--- config.mk ---
export PLATFORM = sky130hd
export DESIGN_NAME = axist_chk_wdog
export DESIGN_NICKNAME = d
export VERILOG_FILES = /design/src/rtl/axist_chk_wdog.sv
export SDC_FILE = /design/constraint.sdc
export NUM_CORES = 1
export LEC_CHECK = 0
export BUFFER_PORTS_ARGS = -buffer_cell sky130_fd_sc_hd__buf_2
export CORE_AREA = 2 2 39 41
export CTS_CLUSTER_SIZE = 30
export DETAILED_ROUTE_END_ITERATION = 10
export DIE_AREA = 0 0 41 43
export PLACE_DENSITY = 0.66
export SLEW_MARGIN = 40
export SYNTH_ARGS = -nofsm -noshare
export SYNTH_HDL_FRONTEND = slang
export SYNTH_SLANG_ARGS = --single-unit
--- constraint.sdc ---
create_clock -name clk -period 1.5 [get_ports clk]
set_clock_uncertainty 0.05 [all_clocks]
set_input_delay 0.3 -clock clk [delete_from_list [all_inputs] [get_ports clk]]
set_output_delay 0.3 -clock clk [all_outputs]
set_load 0.005 [all_outputs]
--- src/rtl/axist_chk_wdog.sv ---
// Idle watchdog for the pattern checker: a loadable down-counter that is
// reloaded on start/clear or on every received word, counts down on idle
// checking cycles, and pulses expire_o on the WDOG_CYC-th consecutive idle cycle.
module axist_chk_wdog #(
   parameter int WDOG_CYC = 1023
) (
   input  logic clk,
   input  logic rst_n,
   input  logic clr_i,
   input  logic run_i,
   input  logic kick_i,
   output logic expire_o
);

   localparam int WD_W = $clog2(WDOG_CYC + 1);
   localparam logic [WD_W-1:0] RELOAD = WD_W'(WDOG_CYC);

   logic [WD_W-1:0] cnt_q;
   logic [WD_W-1:0] cnt_d;

   // Next count: reload on clear or activity, otherwise count idle cycles down.
   always_comb begin
      cnt_d = cnt_q;
      if (clr_i || kick_i) begin
         cnt_d = RELOAD;
      end else if (run_i && (cnt_q != '0)) begin
         cnt_d = cnt_q - WD_W'(1);
      end else begin
         cnt_d = cnt_q;
      end
   end

   // Counter register.
   always_ff @(posedge clk or negedge rst_n) begin
      if (!rst_n) begin
         cnt_q <= RELOAD;
      end else begin
         cnt_q <= cnt_d;
      end
   end

   assign expire_o = run_i & ~kick_i & ~clr_i & (cnt_q == WD_W'(1));

endmodule

==> metrics.txt <==
# TYPE chip_impl_metric gauge
chip_impl_metric{name="clock_path_buffers",unit=""} 2
chip_impl_metric{name="netlist_area",unit="um^2"} 600.6
chip_impl_info{name="failed_checks",value="setup timing"} 1
chip_impl_metric{name="row_count",unit=""} 14
chip_impl_metric{name="cts.htree.levels",unit=""} 1
chip_impl_metric{name="wl_met2",unit="um"} 645
chip_impl_metric{name="area.growth.synth_to_final",unit="%"} 37.71
chip_impl_metric{name="cp_data_required_time",unit="ps"} 1150
chip_impl_metric{name="maxSlewViolCount",unit=""} 0
chip_impl_info{name="crit_end_category",value="output port"} 1
chip_impl_metric{name="remaining_antenna_violation_count_after_routing",unit=""} 0
chip_impl_metric{name="max_cap_violations",unit=""} 0
chip_impl_metric{name="synth_enable_flop_cells",unit=""} 0
chip_impl_metric{name="yosys_warnings",unit=""} 0
chip_impl_metric{name="grt_start_max_net_pins",unit=""} 12
chip_impl_metric{name="detailedRoute.firstPassIterationCount",unit=""} 4
chip_impl_metric{name="boundaryPins",unit=""} 6
chip_impl_metric{name="detailedPlacementHpwl",unit="um"} 993.2
chip_impl_info{name="outcome",value="finished, violations left"} 1
chip_impl_info{name="worst_r2r_startpoint",value="cnt_q[0]$_DFFE_PN1P_"} 1
chip_impl_metric{name="wl_met1",unit="um"} 623
chip_impl_metric{name="totalWireLength",unit="um"} 1335
chip_impl_info{name="rsz0062_at_grt",value="true"} 1
chip_impl_metric{name="die-width",unit="um"} 41
chip_impl_metric{name="ctsHoldBuffers",unit=""} 0
chip_impl_metric{name="timing.final.setup_violations",unit=""} 8
chip_impl_info{name="worst_setup_path_type",value="flip-flop to output port"} 1
chip_impl_metric{name="seq_area_frac_synth",unit="%"} 43.75
chip_impl_metric{name="antenna_found_initial",unit=""} 0
chip_impl_metric{name="clkSlewWorstSetupHoldPaths",unit="ps"} 70
chip_impl_metric{name="first_iter_violations",unit=""} 4
chip_impl_metric{name="clkLatencyLatePin",unit="ps"} 270
chip_impl_info{name="worst_hold_path_type",value="input port to async pin"} 1
chip_impl_metric{name="synthCells",unit=""} 59
chip_impl_metric{name="routed-wl-met3",unit="um"} 47
chip_impl_metric{name="die_area",unit="mm^2"} 0.001763
chip_impl_metric{name="drt-wirelength-per-cell",unit="um"} 13.48
chip_impl_metric{name="vert_die_dim",unit="um"} 43
chip_impl_metric{name="timing.final.crit_share",unit="%"} 117.6
chip_impl_metric{name="postSynthNetCount",unit=""} 66
chip_impl_metric{name="fin_ws",unit="ps"} -264.7
chip_impl_metric{name="regArea",unit="um^2"} 262.8
chip_impl_metric{name="multi_input_gate_area",unit="um^2"} 355.3
chip_impl_metric{name="avgViaCountPerCell",unit=""} 5.475
chip_impl_info{name="reg.largest.list",value="cnt_q x10"} 1
chip_impl_info{name="max_flop_register",value="cnt_q"} 1
chip_impl_metric{name="globalRoute.totalOverflow",unit=""} 0
chip_impl_info{name="cts-root-buf",value="sky130_fd_sc_hd__clkbuf_4"} 1
chip_impl_metric{name="final_period_minus_worst_setup_slack",unit="ps"} 1765
chip_impl_info{name="critical_path.startpoint_type",value="flip-flop"} 1
chip_impl_metric{name="grt_pass1_wl",unit="um"} 2277
chip_impl_info{name="cts_tree",value="yes"} 1
chip_impl_metric{name="worst_slack_after_detailed_placement",unit="ps"} -79.29
chip_impl_metric{name="yosysUniqueCellTypes",unit=""} 27
chip_impl_metric{name="design.final.nets",unit=""} 92
chip_impl_metric{name="post-route-util",unit="%"} 59.76
chip_impl_metric{name="post_route_cells_drive_above_1_share",unit="%"} 53.01
chip_impl_metric{name="routed-via-count",unit=""} 542
chip_impl_metric{name="largest_reg_flops",unit=""} 10
chip_impl_metric{name="number_of_synthesized_register_bits",unit=""} 10
chip_impl_info{name="top_layer_used",value="met4"} 1
chip_impl_metric{name="drc",unit=""} 0
chip_impl_metric{name="asyncSetResetFlopFracSynth",unit="%"} 100.0
chip_impl_metric{name="p_leak",unit="uW"} 0.0003149
chip_impl_metric{name="timing.fmax",unit="GHz"} 0.5667
chip_impl_metric{name="worst_ir_drop_vdd",unit="V"} 0.0003793
chip_impl_metric{name="data_arrival_time_of_the_critical_path",unit="ps"} 1410
chip_impl_metric{name="antenna_cells_inserted",unit=""} 0
chip_impl_metric{name="cts_num_sinks",unit=""} 10
chip_impl_metric{name="vias_in_the_first_global_route",unit=""} 516
chip_impl_metric{name="cts_inserted_buffers",unit=""} 3
chip_impl_metric{name="max-slew-margin-rel",unit="%"} 61.61
chip_impl_metric{name="cp_max_fo",unit=""} 2
chip_impl_info{name="critical_path.startpoint",value="cnt_q[0]$_DFFE_PN1P_"} 1
chip_impl_metric{name="number_of_fill_cells",unit=""} 126
chip_impl_metric{name="final_hold_viol_count",unit=""} 0
chip_impl_metric{name="initial_utilization",unit="%"} 43.40
chip_impl_metric{name="fp.coreArea",unit="mm^2"} 0.001384
chip_impl_metric{name="io_buffers",unit=""} 5
chip_impl_metric{name="postSynthAreaPerCell",unit="um^2"} 10.18
chip_impl_info{name="synth-main-ff-cell",value="sky130_fd_sc_hd__dfstp_2"} 1
chip_impl_metric{name="power_density",unit="mW/mm^2"} 612.2
chip_impl_metric{name="grt_usage",unit="%"} 19.55
chip_impl_metric{name="gp_routability_congestion",unit=""} 0.7027
chip_impl_metric{name="worst-slew-pin-transition",unit="ps"} 571.1
## what timing repair did
| item | 4_1_cts | 5_1_grt |
|---|---|---|
| gates resized for setup | 1 | 2 |
| setup endpoints to repair | 4 | 9 |
| pin swaps | 7 | 2 |
| endpoints found under the hold margin | 0 | 0 |
| setup buffers | 2 | 1 |
## metrics by stage
| step | power (uW) | TNS [ps] | std cells | instance area [um^2] | hold slack, ps |
|---|---|---|---|---|---|
| floorplan | 295.0 | -49.24 | 59 | 613.1 | 102.2 |
| global placement | 316.4 | -55.44 | 93 | 759.5 | 359.6 |
| detailed placement | 317.2 | -125.6 | 93 | 759.5 | 357.1 |
| CTS | 508.8 | -699.2 | 98 | 799.5 | 69.07 |
| global route | 530.6 | -1738 | 99 | 827.0 | 92.52 |
| finish | 506.3 | -1009 | 99 | 827.0 | 57.88 |
## layout by cell type (no fill, tap or decap), drive strengths merged, types with 2 or more instances in the layout
| cell | count |
|---|---|
| buf | 22 |
| dfstp | 10 |
| nand2 | 6 |
| nor2 | 4 |
| nand3 | 3 |
| o31ai | 3 |
| clkbuf | 3 |
| nor4 | 3 |
| xnor2 | 3 |
| inv | 3 |
| nand2b | 2 |
| nand4 | 2 |
| a21oi | 2 |
| or4 | 2 |
| o211ai | 2 |
| ha | 2 |
## final timing paths
kind / end / slack [ps] / depth (start not counted)
max: expire_o / -260 / 4
max reg2reg: cnt_q[5]$_DFFE_PN1P_ / -200 / 6
min reg2reg: cnt_q[3]$_DFFE_PN1P_ / 490 / 2
max in group asynchronous: cnt_q[0]$_DFFE_PN1P_ / 1320 / 1
min: cnt_q[8]$_DFFE_PN1P_ / 60 / 1
min in group clk: cnt_q[2]$_DFFE_PN1P_ / 290 / 3
## final cells by class
cell class / instances / area share, %
flip-flops and latches: 10 / 31.77
well taps: 16 / 2.421
multi-input cells: 45 / 42.97
inverters: 3 / 1.664
clock buffers: 3 / 2.723
repair buffers: 22 / 18.46
## cell usage after synthesis, types with 2 or more instances
cell type / instances / area, um^2
sky130_fd_sc_hd__nand3_1: 3 / 15.01
sky130_fd_sc_hd__o31ai_1: 3 / 22.52
sky130_fd_sc_hd__xnor2_1: 3 / 26.28
sky130_fd_sc_hd__nor2_1: 4 / 15.01
sky130_fd_sc_hd__nand2_1: 6 / 22.52
sky130_fd_sc_hd__nand4_1: 2 / 12.51
sky130_fd_sc_hd__a21oi_1: 2 / 10.01
sky130_fd_sc_hd__inv_1: 3 / 11.26
sky130_fd_sc_hd__ha_1: 2 / 25.02
sky130_fd_sc_hd__nand2b_1: 2 / 12.51
sky130_fd_sc_hd__o211ai_1: 2 / 15.01
sky130_fd_sc_hd__nor4_1: 2 / 12.51
sky130_fd_sc_hd__dfstp_2: 10 / 262.8
sky130_fd_sc_hd__or4_1: 2 / 15.01
## power by group
group          leakage, uW  switching, uW  internal (uW)  total (uW)
Combinational     0.000196           23.2           19.9        43.1
Sequential        0.000105           1.12            274         275
Clock            0.0000138           95.1           92.8         188
## kinds of logic (layout without fill, tap and decap cells)
| family | after synthesis | in the layout | synth area share [%] |
|---|---|---|---|
| AOI/OAI and AO/OA | 14 | 14 | 18.54 |
| buffers and inverters | 4 | 28 | 2.499 |
| xor gates and xnor gates | 3 | 3 | 4.376 |
| adders and majority gates | 2 | 2 | 4.166 |
| muxes | 1 | 1 | 1.667 |
| and+or+nand+nor | 25 | 25 | 25.00 |
| DFF | 10 | 10 | 43.75 |
## metal layers
layer / vias to the layer above / global-route usage, %
met4: 0 / 8.000
met1: 255 / 23.18
li1: 273 / -
met2: 10 / 30.00
met3: 4 / 7.853
met5: - / 0
## critical path, cell delays in order (launching register included)
cell and delay (ps):
sky130_fd_sc_hd__dfstp_2 530, sky130_fd_sc_hd__ha_1 150, sky130_fd_sc_hd__nand4_1 90, sky130_fd_sc_hd__nor4_1 200, sky130_fd_sc_hd__buf_2 170
Note: power is estimated with default switching activity, not from simulation.
